===== config.mk =====
export PLATFORM = sky130hd
export DESIGN_NAME = wbc2pipeline
export DESIGN_NICKNAME = d
export VERILOG_FILES = /design/src/rtl/wbc2pipeline_pkg.sv /design/src/rtl/wbc2pipeline.sv
export SDC_FILE = /design/constraint.sdc
export NUM_CORES = 1
export LEC_CHECK = 0
export ABC_AREA = 1
export BUFFER_PORTS_ARGS = -buffer_cell sky130_fd_sc_hd__buf_4
export CAP_MARGIN = 25
export CORE_MARGIN = 5
export CORE_UTILIZATION = 42
export CTS_CLUSTER_DIAMETER = 200
export DETAILED_ROUTE_END_ITERATION = 16
export PLACE_DENSITY = 0.79
export SLEW_MARGIN = 10
export SYNTH_ARGS = -nofsm -noshare
export SYNTH_HDL_FRONTEND = slang
export SYNTH_SLANG_ARGS = --single-unit

===== constraint.sdc =====
create_clock -name i_clk -period 3.5 [get_ports i_clk]
set_input_delay 0.525 -clock i_clk [delete_from_list [all_inputs] [get_ports i_clk]]
set_output_delay 0.525 -clock i_clk [all_outputs]
set_load 0.01 [all_outputs]

===== src/rtl/wbc2pipeline_pkg.sv =====
// ---------------------------------------------------------------------------
// wbc2pipeline_pkg
//   Shared definitions for the Wishbone classic-to-pipelined bridge:
//   FSM state encoding and the classic cycle-type identifier value.
// ---------------------------------------------------------------------------
package wbc2pipeline_pkg;

   typedef enum logic [1:0] {
      ST_IDLE = 2'b00,   // waiting for a classic strobe
      ST_REQ  = 2'b01,   // o_mstb high, waiting for !i_mstall
      ST_WAIT = 2'b10,   // request accepted, waiting for ack/err
      ST_RESP = 2'b11    // one-cycle upstream ack/err
   } state_t;

   localparam logic [2:0] CTI_CLASSIC = 3'b000;

endpackage


===== src/rtl/wbc2pipeline.sv =====
// ---------------------------------------------------------------------------
// wbc2pipeline
//   Bridge from a Wishbone B4 classic master to a Wishbone B4 pipelined
//   slave. Each classic strobe becomes one registered pipelined request;
//   the downstream ack/err is returned upstream as a single registered pulse.
//   An optional watchdog turns a hung downstream slave into a bus error.
//
// Ports
//   i_clk, i_reset              clock, synchronous active-high reset
//   i_scyc/i_sstb/i_swe         classic cycle, strobe, write enable
//   i_saddr/i_sdata/i_ssel      classic address, write data, byte selects
//   i_scti/i_sbte               cycle-type / burst-type (all treated as classic)
//   o_sack/o_serr/o_sdata       registered response and read data upstream
//   o_mcyc/o_mstb/o_mwe         pipelined cycle, strobe, write enable
//   o_maddr/o_mdata/o_msel      pipelined address, write data, byte selects
//   i_mstall/i_mack/i_merr      pipelined stall, ack, error
//   i_mdata                     pipelined read data
// ---------------------------------------------------------------------------
module wbc2pipeline
   import wbc2pipeline_pkg::*;
#(
   parameter int AW          = 12,
   parameter int DW          = 32,
   parameter int OPT_TIMEOUT = 0,
   parameter int LGTIMEOUT   = 8
) (
   input  logic            i_clk,
   input  logic            i_reset,
   input  logic            i_scyc,
   input  logic            i_sstb,
   input  logic            i_swe,
   input  logic [AW-1:0]   i_saddr,
   input  logic [DW-1:0]   i_sdata,
   input  logic [DW/8-1:0] i_ssel,
   input  logic [2:0]      i_scti,
   input  logic [1:0]      i_sbte,
   output logic            o_sack,
   output logic            o_serr,
   output logic [DW-1:0]   o_sdata,
   output logic            o_mcyc,
   output logic            o_mstb,
   output logic            o_mwe,
   output logic [AW-1:0]   o_maddr,
   output logic [DW-1:0]   o_mdata,
   output logic [DW/8-1:0] o_msel,
   input  logic            i_mstall,
   input  logic            i_mack,
   input  logic            i_merr,
   input  logic [DW-1:0]   i_mdata
);

   localparam int WD_LIM_I = (OPT_TIMEOUT > 0) ? (OPT_TIMEOUT - 1) : 0;
   // Error is raised at the end of the cycle in which the counter shows
   // OPT_TIMEOUT-1, so o_serr appears OPT_TIMEOUT cycles after o_mstb rises.
   localparam logic [LGTIMEOUT-1:0] WD_LIM  = WD_LIM_I[LGTIMEOUT-1:0];
   localparam logic [LGTIMEOUT-1:0] WD_MAX  = {LGTIMEOUT{1'b1}};
   localparam logic [LGTIMEOUT-1:0] WD_ZERO = {LGTIMEOUT{1'b0}};
   localparam logic [LGTIMEOUT-1:0] WD_ONE  = {{(LGTIMEOUT-1){1'b0}}, 1'b1};

   state_t               state_r, state_nx_s;
   logic                 mcyc_nx_s, mstb_nx_s, sack_nx_s, serr_nx_s;
   logic                 latch_s, capture_s;
   logic                 resp_ok_s, timeout_s;
   logic [LGTIMEOUT-1:0] wd_r, wd_nx_s;
   logic                 unused_s;

   // Every cycle type and burst extension is handled as a plain classic cycle.
   assign unused_s = ^{i_scti ^ CTI_CLASSIC, i_sbte};

   // A downstream response counts only once the request has been accepted.
   assign resp_ok_s = (state_r == ST_WAIT) || ((state_r == ST_REQ) && !i_mstall);
   assign timeout_s = (OPT_TIMEOUT > 0) && (wd_r >= WD_LIM);

   // Next-state and next-output decode
   always_comb begin
      state_nx_s = state_r;
      mcyc_nx_s  = o_mcyc;
      mstb_nx_s  = o_mstb;
      sack_nx_s  = 1'b0;
      serr_nx_s  = 1'b0;
      latch_s    = 1'b0;
      capture_s  = 1'b0;
      case (state_r)
         ST_IDLE: begin
            if (!i_scyc) begin
               mcyc_nx_s = 1'b0;
            end else if (i_sstb) begin
               latch_s    = 1'b1;
               mcyc_nx_s  = 1'b1;
               mstb_nx_s  = 1'b1;
               state_nx_s = ST_REQ;
            end else begin
               state_nx_s = ST_IDLE;
            end
         end
         ST_REQ, ST_WAIT: begin
            if (!i_scyc) begin
               // Abort: any response in this same cycle is dropped.
               mcyc_nx_s  = 1'b0;
               mstb_nx_s  = 1'b0;
               state_nx_s = ST_IDLE;
            end else if (resp_ok_s && i_merr) begin
               serr_nx_s  = 1'b1;
               mcyc_nx_s  = 1'b0;
               mstb_nx_s  = 1'b0;
               state_nx_s = ST_RESP;
            end else if (resp_ok_s && i_mack) begin
               sack_nx_s  = 1'b1;
               capture_s  = 1'b1;
               mstb_nx_s  = 1'b0;
               state_nx_s = ST_RESP;
            end else if (timeout_s) begin
               serr_nx_s  = 1'b1;
               mcyc_nx_s  = 1'b0;
               mstb_nx_s  = 1'b0;
               state_nx_s = ST_RESP;
            end else if ((state_r == ST_REQ) && !i_mstall) begin
               mstb_nx_s  = 1'b0;
               state_nx_s = ST_WAIT;
            end else begin
               state_nx_s = state_r;
            end
         end
         ST_RESP: begin
            // Never sample a strobe here: the master has not yet seen the ack.
            state_nx_s = ST_IDLE;
            if (!i_scyc) begin
               mcyc_nx_s = 1'b0;
            end else begin
               mcyc_nx_s = o_mcyc;
            end
         end
         default: begin
            state_nx_s = ST_IDLE;
            mcyc_nx_s  = 1'b0;
            mstb_nx_s  = 1'b0;
         end
      endcase
   end

   // Watchdog: cleared outside REQ/WAIT, saturating count inside
   always_comb begin
      wd_nx_s = WD_ZERO;
      if ((state_r == ST_REQ) || (state_r == ST_WAIT)) begin
         if (wd_r != WD_MAX) begin
            wd_nx_s = wd_r + WD_ONE;
         end else begin
            wd_nx_s = wd_r;
         end
      end else begin
         wd_nx_s = WD_ZERO;
      end
   end

   // Control registers with synchronous reset
   always_ff @(posedge i_clk) begin
      if (i_reset) begin
         state_r <= ST_IDLE;
         o_mcyc  <= 1'b0;
         o_mstb  <= 1'b0;
         o_sack  <= 1'b0;
         o_serr  <= 1'b0;
         wd_r    <= WD_ZERO;
      end else begin
         state_r <= state_nx_s;
         o_mcyc  <= mcyc_nx_s;
         o_mstb  <= mstb_nx_s;
         o_sack  <= sack_nx_s;
         o_serr  <= serr_nx_s;
         wd_r    <= wd_nx_s;
      end
   end

   // Request fields and read data; plain data registers without reset
   always_ff @(posedge i_clk) begin
      if (latch_s) begin
         o_mwe   <= i_swe;
         o_maddr <= i_saddr;
         o_mdata <= i_sdata;
         o_msel  <= i_ssel;
      end
      if (capture_s) begin
         o_sdata <= i_mdata;
      end
   end

endmodule

==> summary.md, run 1 <==
Dividing total power by cell area gives a power density of 488 mW/mm². The number of ports placed on the die boundary is 178. The cell that appears most often on the critical path is sky130_fd_sc_hd__inv_1. Before antenna repair, the detailed router went through 4 iterations.

The proportion of synthesized chip area in sequential cells was 0.907. The post-synthesis average cell area was 20.5 µm²; the synthesis-stage register bit count was 87. Setup violations remaining at the end of the flow were counted as 0.

The share of flip-flops with an asynchronous set or reset was 0. Share of the core filled with cells in the final layout: 0.690. The run finished with clean final reports.

The die area came out at 0.00844 mm². The routed wirelength normalized by instance count came out at 17.1 µm. The vertical die dimension came out at 91.9 µm. The worst setup path is launched from a flop.

The final net count was 419; the number of standard-cell rows in the floorplan was 29. The total number of clock tree sinks was 87. Synthesis instantiated 16 different standard cells from the library. The routed design has 6880 µm of wire.

The logs give 0.677 for the worst slew slack as a fraction of its limit and 0.892 for the weighted congestion reported at the end of routability-driven placement. The clock period could shrink to 1.88 ns. Max-cap violations in this run came to 0.

The logs give 0.160 for the global-route usage over all layers and 225 µm² for the total area of multi-input combinational cells. Pin count of the biggest net entering global routing: 40. The clock slew seen by the registers of the worst setup and hold paths was 0.08 ns.

The top-area cell type share of the netlist area was 0.864. The run gives 5470 µm as the estimated wirelength of the detail-placed design. Number of levels the H-tree was split into: 3.

The number of antenna-violating nets in the routed design came out at 0. Global routing finished with a remaining overflow of 0. The number of hold violations in the final report is 0, and the count of final max-slew check failures is 0. The setup TNS is 0 ns. The number of buffers on the longest clock path was 2; the clock latency reported for the late side of the worst-skew pair was 0.34 ns.

The worst setup path is of the reg2reg kind. In the synthesized netlist the dominant register cell turns out to be sky130_fd_sc_hd__edfxtp_1. Summing over every cut layer, the via total after detailed routing is 1828.

Of all cell types, the one taking the most synthesized area is sky130_fd_sc_hd__edfxtp_1. Walking the worst path, the cells encountered are inv_1 -> ha_1 -> nand2_2 -> inv_1 -> nand4_1 -> inv_1 -> buf_4. The launching instance or port of the critical path was state_r[0]. The leading cell type by number of instances after synthesis is sky130_fd_sc_hd__edfxtp_1.

The first global-routing pass estimated 10000 µm of wire. Counting instances in the post-synthesis netlist gives the leading cell types as sky130_fd_sc_hd__edfxtp_1, sky130_fd_sc_hd__inv_1, sky130_fd_sc_hd__nand2_1. Once placement finished, the instance area stood at 0.00423 mm².

The tools report the core footprint as 0.00642 mm². The maximum vdd ir drop was 321 µV; the post-route standard cell area excluding fillers was 0.00443 mm². Of all nets on the critical path, the largest fanout is 32. The post-cts hold buffer count is 0.

The number of stages on the worst hold path is 1. Number of warnings printed during yosys synthesis: 0. The path class of the tightest hold or removal check is in2reg. The detailed router finished its first iteration with 82 violations. Summing every instance area after synthesis gives 0.00282 mm². 0 antenna diodes ended up in the layout.

The logs give 0 for the number of resized instances in the post-cts repair step and 137 for the instance count of the mapped netlist. The number of clock buffers added by TritonCTS is 9. Derived from the worst setup path, the maximum achievable clock frequency is 533 MHz. For the final database, setup skew stands at 0.00682 ns. Counting cells, the worst reg-to-reg path comes to 7. Using the TritonRoute via totals, the vias-per-cell ratio works out to 4.54.

Worst-case register-to-register setup slack: 1.62 ns. The run gives 234 as the number of nets in the synthesized netlist. The launch instance of the worst min-delay path was i_mdata[23].

The tools report the number of fillers in the final layout as 455. The share of the clock period used by the worst path after layout was 0.536. The worst setup path is captured at a flop.

Number of flops mapped to enable cells by yosys: 81. The worst register-to-register path ends at o_sdata[9]. The run gives 0 as the number of antenna violations at the first check in global routing. The number of setup buffers added after CTS is 0. The tools report the worst reg2reg path startpoint as state_r[0].

The initial standard-cell utilization of the core was 0.438; the data required time of the critical path was 3.50 ns. For the worst setup path, the data arrival time is 1.88 ns. The port buffer count came out at 172. Leakage power summed over all cells: 1.89 nW. TritonCTS built the clock tree. On the critical path, the stage with the largest delay is an instance of sky130_fd_sc_hd__dfxtp_1. Setup repair after global routing left no endpoint under its margin.

Compared with the post-synthesis result, the final layout area differs by 57.5%. The maximum single-stage delay on the critical path works out to 0.41 ns. After detailed routing, the number of remaining DRC violations is 0. Summing all flip-flop and latch instances after layout gives 0.00255 mm². The fraction of final layout cells with drive strength greater than 1 was 0.595; the slew of the pin with the lowest slew margin was 0.484 ns. In this run the horizontal extent of the chip is 91.9 µm.

For the number of global-route vias before repair, the log shows 1901. For hold timing, the worst endpoint is o_sdata[23]. Ranked by total cell area, the synthesized netlist is headed by sky130_fd_sc_hd__edfxtp_1, sky130_fd_sc_hd__dfxtp_1, sky130_fd_sc_hd__ha_1. The cell sitting at the root of the clock tree is a sky130_fd_sc_hd__clkbuf_8.
## placed cells by master (no fill, tap or decap)
cell type                    count
sky130_fd_sc_hd__inv_1          12
sky130_fd_sc_hd__o211ai_1        1
sky130_fd_sc_hd__a21oi_2         1
sky130_fd_sc_hd__o21ai_0         1
sky130_fd_sc_hd__nand3_1         3
sky130_fd_sc_hd__edfxtp_1       81
sky130_fd_sc_hd__a21oi_1         4
sky130_fd_sc_hd__dfxtp_1         6
sky130_fd_sc_hd__ha_1            4
sky130_fd_sc_hd__inv_6           1
sky130_fd_sc_hd__clkinvlp_4      1
sky130_fd_sc_hd__clkinv_2        1
sky130_fd_sc_hd__bufinv_16       2
sky130_fd_sc_hd__buf_4         174
sky130_fd_sc_hd__clkinv_1        1
sky130_fd_sc_hd__clkbuf_8        9
sky130_fd_sc_hd__a21o_1          1
sky130_fd_sc_hd__nor2_1          4
sky130_fd_sc_hd__nor2_4          1
sky130_fd_sc_hd__nand2_1        11
sky130_fd_sc_hd__nand2_2         3
sky130_fd_sc_hd__nand4_1         1
sky130_fd_sc_hd__o21ai_2         1
sky130_fd_sc_hd__nor3_1          2
## flip-flops by register name, summed over array words and instances, names as in the netlist
| register | count |
|---|---|
| o_mstb | 1 |
| o_serr | 1 |
| o_mdata | 32 |
| o_sack | 1 |
| o_mwe | 1 |
| o_msel | 4 |
| state_r | 2 |
| o_sdata | 32 |
| o_maddr | 12 |
| o_mcyc | 1 |
## cell type report
cell class | count | share of cell area
multi-input combinational | 38 | 0.0508
sequential | 87 | 0.576
clock inverter | 6 | 0.0192
clock buffer | 9 | 0.0279
tap | 77 | 0.0217
inverter | 12 | 0.0102
timing repair buffer | 174 | 0.295
## worst max-delay path, delay by kind of cell, from the launching register on
| kind | cells | cell delay [ns] |
|---|---|---|
| adders and majority gates | 1 | 0.31 |
| buffers and inverters | 4 | 0.60 |
| DFF | 1 | 0.41 |
| and+or+nand+nor | 2 | 0.21 |
## worst max-delay path by stage
stage,end,slack [ns],depth (start not counted)
after global routing,o_mstb,1.44,8
after global placement,o_mstb,1.61,7
after detailed placement,o_mstb,1.56,7
after floorplan,o_mstb,0.29,7
after CTS,o_mstb,1.59,8
final,o_sdata[9],1.62,7
## per-layer routing
metal	up-vias	part of all wire	track usage
met5	-	0	0
met4	0	0.013	0.0594
met3	8	0.11	0.0745
met2	95	0.54	0.285
met1	848	0.34	0.164
li1	877	-	-
## cells by family (layout without fill, tap and decap cells)
logic type	count (synthesis)	count (layout)	synth area share
AND/OR/NAND/NOR	25	25	0.0391
buffers and inverters	12	201	0.0160
AO/OA/AOI/OAI	9	9	0.0204
adder cells (fa/ha/maj)	4	4	0.0178
flip-flops	87	87	0.907
## stage by stage
| stage | total power, W | std cells | hold slack [ns] | setup slack (ns) |
|---|---|---|---|---|
| detailed placement | 0.00146 | 388 | 0.447 | 1.56 |
| finish | 0.00216 | 403 | 0.352 | 1.62 |
| global route | 0.00225 | 403 | 0.325 | 1.44 |
| global placement | 0.00145 | 388 | 0.437 | 1.61 |
| floorplan | 0.00131 | 137 | 0.465 | 0.295 |
| CTS | 0.00219 | 403 | 0.334 | 1.59 |
## report_power, final
part	total (W)	internal, W	leakage [nW]	switching, W
Clock	0.000731	0.000397	0.103	0.000335
Sequential	0.00120	0.00119	0.793	0.0000145
Combinational	0.000229	0.000125	0.989	0.000104
Total	0.00216	0.00171	1.89	0.000453
Power figures use the tool's default switching activity.
==> run 2: changes to the inputs <==
- CORE_UTILIZATION: 42 -> 38
- PLACE_DENSITY: 0.79 -> 0.76
- clock period: 3.5 -> 1.5 ns (I/O delays scaled with it)
==> run 2 against run 1 <==
  * Clock power is 110% higher
  * Sequential share of layout area is 2.5 points lower
  * Critical endpoint is now o_sdata[3]
  * Worst hold slack worse by 0.30 ns
  * Combinational power grew to 2.8 times the previous value
  * Utilization is 4.7 points lower
  * First-iteration DRC count is 57% lower
  * Fmax is 19% higher
  * Count of clock-buffer cells in the layout stayed put
  * The flow now finishes with violations (negative setup slack)
==> summary.md, run 2 (synthesized netlist as in run 1, its figures left out) <==
The vertical die dimension works out to 96.1 µm (+4.6%). Number of global-route vias before repair: 2036 (+7.1%). The die area is 0.00923 mm² (+9.4%).

The number of hold violations in the final report is 0 (unchanged), and the slew of the pin with the lowest slew margin is 0.180 ns (-0.304 ns). The post-route minimum period came out at 1.57 ns (-0.306 ns). The run gives 35 (-57%) as the number of DRC violations after detailed-routing iteration 0.

The checks that failed: negative setup slack. The number of vias after detailed routing is 1898 (+3.8%), and the upper clock frequency limit is 636 MHz (+19%). The data arrival at the endpoint of the critical path was 1.62 ns (-0.26 ns). The cell area power density is 1080 mW/mm² (+120%). The most common library cell in the layout ignoring fill and taps was sky130_fd_sc_hd__buf_4. The worst hold margin is 0.0544 ns (-0.298 ns), and the pin count of the biggest net entering global routing is 24 (-40%). The number of DRC violations after detailed routing was 0 (unchanged). The number of detailed-route iterations in the first pass is 4 (unchanged), and the number of antenna violations at the first check in global routing is 0 (unchanged). The top cell types in the final layout, fill and taps aside, are sky130_fd_sc_hd__buf_4, sky130_fd_sc_hd__edfxtp_1, sky130_fd_sc_hd__clkbuf_8, sky130_fd_sc_hd__inv_1, sky130_fd_sc_hd__nand2_1. The share of the clock period used by the worst path after layout is 1.05 (+0.511).

The final antenna diode count is 0 (unchanged). The worst setup path is captured at a flop. The run finished, with violations left. The count of final max-slew check failures is 0 (unchanged).

The tree is rooted in a sky130_fd_sc_hd__clkbuf_8. Walking the worst path, the cells encountered are inv_2 -> ha_4 -> nand2_4 -> inv_2 -> nand4_1 -> clkinvlp_4 -> buf_12. The run gives 420 (+8.2%) as the number of placed instances with taps included. The maximum single-stage delay on the critical path was 0.36 ns (-0.05 ns).

Setup repair after global routing could not meet its margin everywhere. The initial standard-cell utilization of the core came out at 0.390 (-0.0481). Leakage power summed over all cells: 1.94 nW (+3.1%).

The critical path class is reg2reg. The final routed wirelength across all metal layers is 7060 µm (+2.7%), and the number of ports placed on the die boundary is 178 (unchanged). The run gives 32 (+32) as the count of final setup violators. The element type at the critical path start was a flop.

The largest registers in the layout are o_mdata x32, o_sdata x32, o_maddr x12. The core footprint is 0.00721 mm² (+12%), and the setup TNS is -1.67 ns (-1.67 ns). The run gives 0.00499 W (+130%) as the total power consumption of the routed design. For the wire length of the first global-routing pass, the log shows 10000 µm (about the same). The run gives 0 (unchanged) as the global-route congestion overflow total.

The category of cells accounting for the largest share of critical-path delay is buffers and inverters. The layout overhead on the synthesized area was 64.8%; the estimated wirelength of the detail-placed design was 5630 µm (+2.8%). For the weighted congestion reported at the end of routability-driven placement, the log shows 0.890 (-0.24%). The number of antenna-violating nets in the routed design came out at 0 (unchanged). The per-cell via count in the routed design was 4.34 (-4.2%). Die width: 96.1 µm (+4.6%). The run gives 2 (unchanged) as the number of buffers on the longest clock path.

The total number of clock tree sinks was 87 (unchanged); the worst slew slack as a fraction of its limit was 0.879 (+0.202). The routed wirelength normalized by instance count works out to 16.2 µm (-5.3%). The number of clock buffers inserted by TritonCTS is 9 (unchanged), and the count of maximum capacitance violations is 0 (unchanged).

TritonCTS built the clock tree. The fraction of final layout cells with drive strength greater than 1 was 0.651 (+0.0558). The filler-free cell count of the finished design is 437 (+8.4%), and the final net count is 431 (+2.9%). The setup slack of the critical path after layout was -0.0711 ns (-1.69 ns); the largest clock skew in the final design was 0.00507 ns (-0.00175 ns).

The maximum vdd ir drop came out at 536 µV (+67%). The data required time of the critical path was 1.55 ns (-1.95 ns). The most frequent cell on the critical path is sky130_fd_sc_hd__inv_2.

The number of levels the H-tree was split into was 3 (unchanged). The worst hold path belongs to the class in2reg. Critical path buffer and inverter count: 4 (unchanged). The standard cell area after detailed placement came out at 0.00440 mm² (+4.2%).

The port buffer count is 172 (unchanged), and the biggest fanout along the worst timing path is 19 (-41%). The post-route standard cell area excluding fillers was 0.00464 mm² (+4.7%). The largest individual stage delay along the critical path comes from the cell sky130_fd_sc_hd__dfxtp_2.

For the global-route usage over all layers, the log shows 0.152 (-0.00842). The number of standard-cell rows in the floorplan is 31 (+6.9%). The tools report the clock latency reported for the late side of the worst-skew pair as 0.34 ns (about the same).

The clock slew seen by the registers of the worst setup and hold paths came out at 0.09 ns (about the same).
## run 2: cell count changes in the layout (fill, tap and decap cells not counted), moves of 3 or more
| cell | before | now |
|---|---|---|
| sky130_fd_sc_hd__ha_1 | 4 | 1 |
| sky130_fd_sc_hd__buf_4 | 174 | 181 |
| sky130_fd_sc_hd__nand2_1 | 11 | 7 |
| sky130_fd_sc_hd__buf_12 | 0 | 4 |
| sky130_fd_sc_hd__inv_1 | 12 | 8 |
| sky130_fd_sc_hd__inv_2 | 0 | 3 |
## run 2: per-stage QoR
step / utilization / setup WS, ns
detailed placement: 0.610 / -0.0770
floorplan: - / -0.251
CTS: 0.638 / -0.0762
global route: 0.643 / -0.157
finish: 0.643 / -0.0711
global placement: 0.610 / -0.0268
## run 2: final timing paths
check	to	start	slack, ns	cells past startpoint
max	o_sdata[3]	state_r[0]	-0.07	7
min	o_sdata[27]	i_mdata[27]	0.05	1
max reg2reg	o_sdata[3]	state_r[0]	-0.07	7
min reg2reg	o_mcyc	o_mcyc	0.48	2
## run 2: report_power, final
part	total (W)	switching (W)	internal (W)
Sequential	0.00281	0.0000341	0.00277
Clock	0.00154	0.000783	0.000755
Combinational	0.000645	0.000279	0.000366
Total	0.00499	0.00110	0.00390
## run 2: area by class of cell
cell class                      count  area (µm²)
Multi-Input combinational cell     38         278
Sequential cell                    87        2550
Inverter                           12        48.8
Clock buffer                        9         124
Fill cell                         565        2570
Timing Repair Buffer              186        1450
Tap cell                           99         124
Clock inverter                      6        61.3
## run 2: layer usage
layer	vias to the layer above	track usage	wire length, µm
met2	88	0.282	3930
met3	8	0.0610	631
met5	-	0	0
met1	901	0.144	2400
met4	0	0.0664	100
li1	901	-	-
## run 2: what timing repair did
item | 4_1_cts | 5_1_grt
resized for setup | 2 | 9
hold buffers | 0 | 0
pin swaps | 0 | 5
setup buffers | 1 | 1
endpoints found under the setup margin | 32 | 35
